### config.mk
export PLATFORM = sky130hd
export DESIGN_NAME = collision_scanner
export DESIGN_NICKNAME = d
export VERILOG_FILES = /design/src/rtl/collision_scanner.sv
export SDC_FILE = /design/constraint.sdc
export NUM_CORES = 1
export LEC_CHECK = 0
export CAP_MARGIN = 20
export CORE_UTILIZATION = 40
export DETAILED_ROUTE_END_ITERATION = 7
export GPL_TIMING_DRIVEN = 0
export HOLD_SLACK_MARGIN = 0.15
export PLACE_DENSITY_LB_ADDON = 0.25
export SLEW_MARGIN = 20
export SYNTH_ARGS = -nofsm -noshare
export SYNTH_HDL_FRONTEND = slang
export SYNTH_SLANG_ARGS = --single-unit
### constraint.sdc
create_clock -name clk -period 5.15 [get_ports clk]
set_input_delay 1.2875 -clock clk [delete_from_list [all_inputs] [get_ports clk]]
set_output_delay 1.2875 -clock clk [all_outputs]
set_load 0.02 [all_outputs]
### src/rtl/collision_scanner.sv
// Bounding-box collision scanner: tests every object pair (i<j) once per scan,
// streams colliding pairs over valid/ready and accumulates a per-object hit mask.
module collision_scanner #(
    parameter int N_OBJ        = 8,
    parameter int COORD_W      = 8,
    parameter int IDX_W        = $clog2(N_OBJ),
    parameter int TOUCH_IS_HIT = 1
) (
    input  logic               clk,
    input  logic               rst_n,
    input  logic               wr_en,
    input  logic [IDX_W-1:0]   wr_idx,
    input  logic               wr_active,
    input  logic [COORD_W-1:0] wr_x,
    input  logic [COORD_W-1:0] wr_y,
    input  logic [COORD_W-1:0] wr_w,
    input  logic [COORD_W-1:0] wr_h,
    input  logic               start,
    output logic               busy,
    output logic               done,
    output logic [N_OBJ-1:0]   hit_mask,
    output logic               pair_valid,
    input  logic               pair_ready,
    output logic [IDX_W-1:0]   pair_a,
    output logic [IDX_W-1:0]   pair_b
);

    typedef enum logic [1:0] {
        ST_IDLE,
        ST_SCAN,
        ST_EMIT,
        ST_DONE
    } state_t;

    state_t r_state;
    state_t w_state_nxt;

    // Far corners are kept one bit wider so x+w / y+h never wrap.
    logic [COORD_W-1:0] r_x  [N_OBJ];
    logic [COORD_W-1:0] r_y  [N_OBJ];
    logic [COORD_W:0]   r_x2 [N_OBJ];
    logic [COORD_W:0]   r_y2 [N_OBJ];
    logic [N_OBJ-1:0]   r_act;

    logic [IDX_W-1:0]   r_i;
    logic [IDX_W-1:0]   r_j;
    logic [N_OBJ-1:0]   r_hit_mask;
    logic [IDX_W-1:0]   r_pair_a;
    logic [IDX_W-1:0]   r_pair_b;

    logic [COORD_W:0]   w_xi;
    logic [COORD_W:0]   w_xj;
    logic [COORD_W:0]   w_yi;
    logic [COORD_W:0]   w_yj;
    logic               w_x_ok;
    logic               w_y_ok;
    logic               w_hit;
    logic               w_last;
    logic               w_advance;
    logic [IDX_W-1:0]   w_i_nxt;
    logic [IDX_W-1:0]   w_j_nxt;

    always_comb begin
        w_xi = {1'b0, r_x[r_i]};
        w_xj = {1'b0, r_x[r_j]};
        w_yi = {1'b0, r_y[r_i]};
        w_yj = {1'b0, r_y[r_j]};
        if (TOUCH_IS_HIT != 0) begin
            w_x_ok = (w_xi <= r_x2[r_j]) && (w_xj <= r_x2[r_i]);
            w_y_ok = (w_yi <= r_y2[r_j]) && (w_yj <= r_y2[r_i]);
        end else begin
            w_x_ok = (w_xi < r_x2[r_j]) && (w_xj < r_x2[r_i]);
            w_y_ok = (w_yi < r_y2[r_j]) && (w_yj < r_y2[r_i]);
        end
        w_hit  = r_act[r_i] && r_act[r_j] && w_x_ok && w_y_ok;
        w_last = (r_i == IDX_W'(N_OBJ - 2)) && (r_j == IDX_W'(N_OBJ - 1));
    end

    always_comb begin
        if (r_j == IDX_W'(N_OBJ - 1)) begin
            w_i_nxt = r_i + IDX_W'(1);
            w_j_nxt = r_i + IDX_W'(2);
        end else begin
            w_i_nxt = r_i;
            w_j_nxt = r_j + IDX_W'(1);
        end
    end

    always_comb begin
        w_state_nxt = r_state;
        w_advance   = 1'b0;
        unique case (r_state)
            ST_IDLE: begin
                if (start) w_state_nxt = ST_SCAN;
            end
            ST_SCAN: begin
                if (w_hit) begin
                    w_state_nxt = ST_EMIT;
                end else begin
                    w_advance = 1'b1;
                    if (w_last) w_state_nxt = ST_DONE;
                end
            end
            ST_EMIT: begin
                if (pair_ready) begin
                    w_advance   = 1'b1;
                    w_state_nxt = w_last ? ST_DONE : ST_SCAN;
                end
            end
            ST_DONE: begin
                w_state_nxt = ST_IDLE;
            end
            default: w_state_nxt = ST_IDLE;
        endcase
    end

    always_ff @(posedge clk or negedge rst_n) begin
        if (!rst_n) r_state <= ST_IDLE;
        else        r_state <= w_state_nxt;
    end

    always_ff @(posedge clk or negedge rst_n) begin
        if (!rst_n) begin
            r_x   <= '{default: '0};
            r_y   <= '{default: '0};
            r_x2  <= '{default: '0};
            r_y2  <= '{default: '0};
            r_act <= '0;
        end else if (wr_en && (r_state == ST_IDLE)) begin
            r_x[wr_idx]   <= wr_x;
            r_y[wr_idx]   <= wr_y;
            r_x2[wr_idx]  <= {1'b0, wr_x} + {1'b0, wr_w};
            r_y2[wr_idx]  <= {1'b0, wr_y} + {1'b0, wr_h};
            r_act[wr_idx] <= wr_active;
        end
    end

    always_ff @(posedge clk or negedge rst_n) begin
        if (!rst_n) begin
            r_i        <= '0;
            r_j        <= '0;
            r_hit_mask <= '0;
            r_pair_a   <= '0;
            r_pair_b   <= '0;
        end else begin
            if ((r_state == ST_IDLE) && start) begin
                r_i        <= '0;
                r_j        <= IDX_W'(1);
                r_hit_mask <= '0;
            end else if (w_advance && !w_last) begin
                r_i <= w_i_nxt;
                r_j <= w_j_nxt;
            end
            if ((r_state == ST_SCAN) && w_hit) begin
                r_hit_mask[r_i] <= 1'b1;
                r_hit_mask[r_j] <= 1'b1;
                r_pair_a        <= r_i;
                r_pair_b        <= r_j;
            end
        end
    end

    assign busy       = (r_state == ST_SCAN) || (r_state == ST_EMIT);
    assign done       = (r_state == ST_DONE);
    assign pair_valid = (r_state == ST_EMIT);
    assign hit_mask   = r_hit_mask;
    assign pair_a     = r_pair_a;
    assign pair_b     = r_pair_b;

endmodule

==> metrics.txt <==
final worst setup slack=0.0320 ns; Worst R2R Start=r_j[2]$_DFFE_PN0P_; Worst setup EP type=flip-flop; total gr overflow=0; CTS Buffer Depth=3; total power=12,300 µW; complex-gate fraction of the synthesized area=0.127; Fin Clk Skew=approximately 0.019 ns; synthesis-to-layout area growth=15.9%; Synth top cells by count=nand2_1 (654), dfrtp_1 (302), o21ai_0 (126); maxcap violations=0; Worst slew margin=0.168; Hold WC Path Type=reg2reg; sequential share of the synthesized area=0.461; Reg2Reg Setup Slack=0.03 ns; yosys warns=0; Num Clock Sinks=302; max frequency=0.195 GHz; Post-synth EDFFs=0; most common cell in the netlist=nand2_1; period utilisation layout=0.994; io pins=58; wire per inst=between 20 and 30 µm; CTS tree=built; leak pwr=0.00880 µW; main combinational cell family by area after synthesis=simple AND/OR/NAND/NOR gates; post-route ant nets=0; final RePlAce weighted congestion=0.972; Tmin final=between 5 and 6 ns; Synth area leader=dfrtp_1; Max VDD drop=0.253 mV; crit path launch type=flip-flop; initial core utilization=0.409; port bufs=56; DIE HEIGHT=204 µm; dpl ws=-0.364 ns; Area contributors post-synth=dfrtp_1 (46%), nand2_1 (15%), mux4_2 (9.3%), a22oi_1 (5.6%), ha_1 (4.6%); drt drc=0; Worst Setup SP=r_j[2]$_DFFE_PN0P_; Die Span X=204 µm; count of pins over their slew limit=0; simple-gate area share of the yosys netlist=0.196; worst slew pin tran=around 1.2 ns; status=finished, final reports clean; first-pass GRT wire length=95.7 mm; footprint of the multi-input gates=0.00827 mm²; Syn Inst Count=1,740; largest net degree at the start of global routing=99; adder-cell share of the synthesized area=0.0483; Final Hold Slack=between 0.4 and 0.5 ns; row cnt=73; Post-Syn Area=0.0164 mm²; Core Region=~0.04 mm²; RSZ-0062 raised after global routing=false; syn avg cell area=9.42 µm²; Total Wirelength=65.4 mm; FFs w/ async S/R, synth=1.00; routed vias=between 10,000 and 15,000; FF/Latch Area=0.00756 mm²; Worst Path Required=5.60 ns; ys flop type=dfrtp_1; final core occ=0.474; DIE AREA=0.0418 mm²; clk_lat worst skew=roughly 0.54 ns; Num CTS Buffers=36; Critical Path AT=5.56 ns; final setup vio count=0; worst-path fanout max=10; final std cells w/o fill=~2,400; vias per cell=6.17; Yosys reg bits=just over 300; worst r2r path cells=15; layout cell share with drive strength beyond 1=0.111; Total GRT Usage=0.318; Yosys cell types=57; DRT iter0 DRCs=2,002; initial antenna violation count=1; mux cell area share after synthesis=0.127; number of global-route vias before repair=14,264; Worst-path clk slew=0.06 ns; xor and xnor area share after synthesis=0.00588; Clock Tree Root=clkbuf_16; R2R Path End=r_j[0]$_DFFE_PN0P_; Fill cells=3,730; crit path kind=reg2reg; Syn Nets=around 1,800; share of the synthesized area in the top cell type=0.461; capture point of the worst path=r_j[0]$_DFFE_PN0P_; Final HPWL DP=~45 mm; placed insts=roughly 2,300; power density over the cells=around 650 mW/mm²; Hold Vio Cnt, Final=0; NumNets Final=a little under 2,000; H-tree depth=2; # diodes=0; TritonRoute pass-1 iters=8
-- placed cells by master, fill, tap and decap left out, drive strengths merged, types with 3 or more instances in the layout --
master and count:
nand2 654, dfrtp 302, clkbuf 161, o21ai 126
a22oi 123, mux4 70, ha 60, clkdlybuf4s50 55
a21oi 28, nor2 27, mux2 24, mux2i 22
nand4 21, inv 21, buf 21, and4 13
and3 12, nand3 11, nor2b 9, clkinv 8
a31oi 7, a21o 7, xnor2 7, nor3b 7
nor3 7, and3b 6, nand2b 5, a221oi 5
xor2 4, o21a 4, a22o 3, bufinv 3
-- where the power goes --
part           leakage (µW)  internal (µW)  switching, µW  total [µW]
Clock              0.000600           1590           1060        2650
Combinational       0.00432           2140           3180        5320
Sequential          0.00387           3440            932        4370
Total               0.00880           7170           5170       12300
-- metrics by stage --
| stage | instance area (µm²) | TNS [ns] |
|---|---|---|
| global route | 19000 | 0 |
| global placement | 17600 | -3183.07 |
| CTS | 19000 | 0 |
| detailed placement | 17700 | -4.47 |
| finish | 19000 | 0 |
| floorplan | 16400 | 0 |
-- cell type report --
cell class | count | area share
clock buffers | 51 | 0.0557
plain buffers | 128 | 0.0288
multi-input cells | 1289 | 0.436
clock inverters | 14 | 0.00870
flip-flops and latches | 302 | 0.398
inverters | 20 | 0.00395
repair buffers | 60 | 0.0347
well taps | 525 | 0.0346
-- per-layer routing --
metal	global-route usage	part of all wire	vias to the layer above	routed length [µm]
met5	0	0.00020	-	13
met4	0.162	0.056	2	3670
met3	0.0807	0.12	238	7620
met2	0.469	0.43	1020	28300
met1	0.433	0.39	7218	25700
li1	-	-	6261	-
-- kinds of logic (layout without fill, tap and decap cells) --
| logic type | Yosys count | in the layout |
|---|---|---|
| fa+ha+maj | 62 | 62 |
| xor+xnor | 11 | 11 |
| buf+inv | 149 | 273 |
| mux | 116 | 116 |
| simple gates | 778 | 778 |
| compound gates | 322 | 322 |
| flops | 302 | 302 |
-- sequential cells by signal, indices dropped and copies added (netlist names) --
signal    count
pair_b        3
r_y          64
r_state       2
r_i           3
r_x2         72
hit_mask      8
r_y2         72
r_act         8
r_j           3
pair_a        3
r_x          64
-- worst max-delay path: stages, from the launching register on --
cell             delay, ns
dfrtp_1               0.38
buf_2                 0.19
buf_2                 0.22
nor2_2                0.47
clkdlybuf4s15_1       0.79
a22oi_1               0.19
and4_1                0.28
ha_1                  0.23
nor2_1                0.24
nand3_1               0.13
a311oi_1              0.47
o41ai_1               0.25
o41ai_4               0.57
a21oi_4               0.18
and3_4                0.22
o31ai_2               0.22
-- worst min path at each step --
stage	start	to	depth (start not counted)	slack, ns
after floorplan	r_act[7]$_DFFE_PN0P_	r_act[7]$_DFFE_PN0P_	2	0.45
after global placement	pair_a[2]$_DFFE_PN0N_	pair_a[2]$_DFFE_PN0N_	2	0.47
after detailed placement	pair_b[2]$_DFFE_PN0N_	pair_b[2]$_DFFE_PN0N_	2	0.47
after CTS	pair_b[2]$_DFFE_PN0N_	pair_b[2]$_DFFE_PN0N_	2	0.48
after global routing	pair_a[0]$_DFFE_PN0N_	pair_a[0]$_DFFE_PN0N_	2	0.50
final	pair_a[0]$_DFFE_PN0N_	pair_a[0]$_DFFE_PN0N_	2	0.48
-- what timing repair did --
item	in CTS	in global routing
gates resized for setup	18	27
setup endpoints to repair	22	15
buffers inserted	0	0
hold buffers	0	0
(Power assumes the default switching activity.)
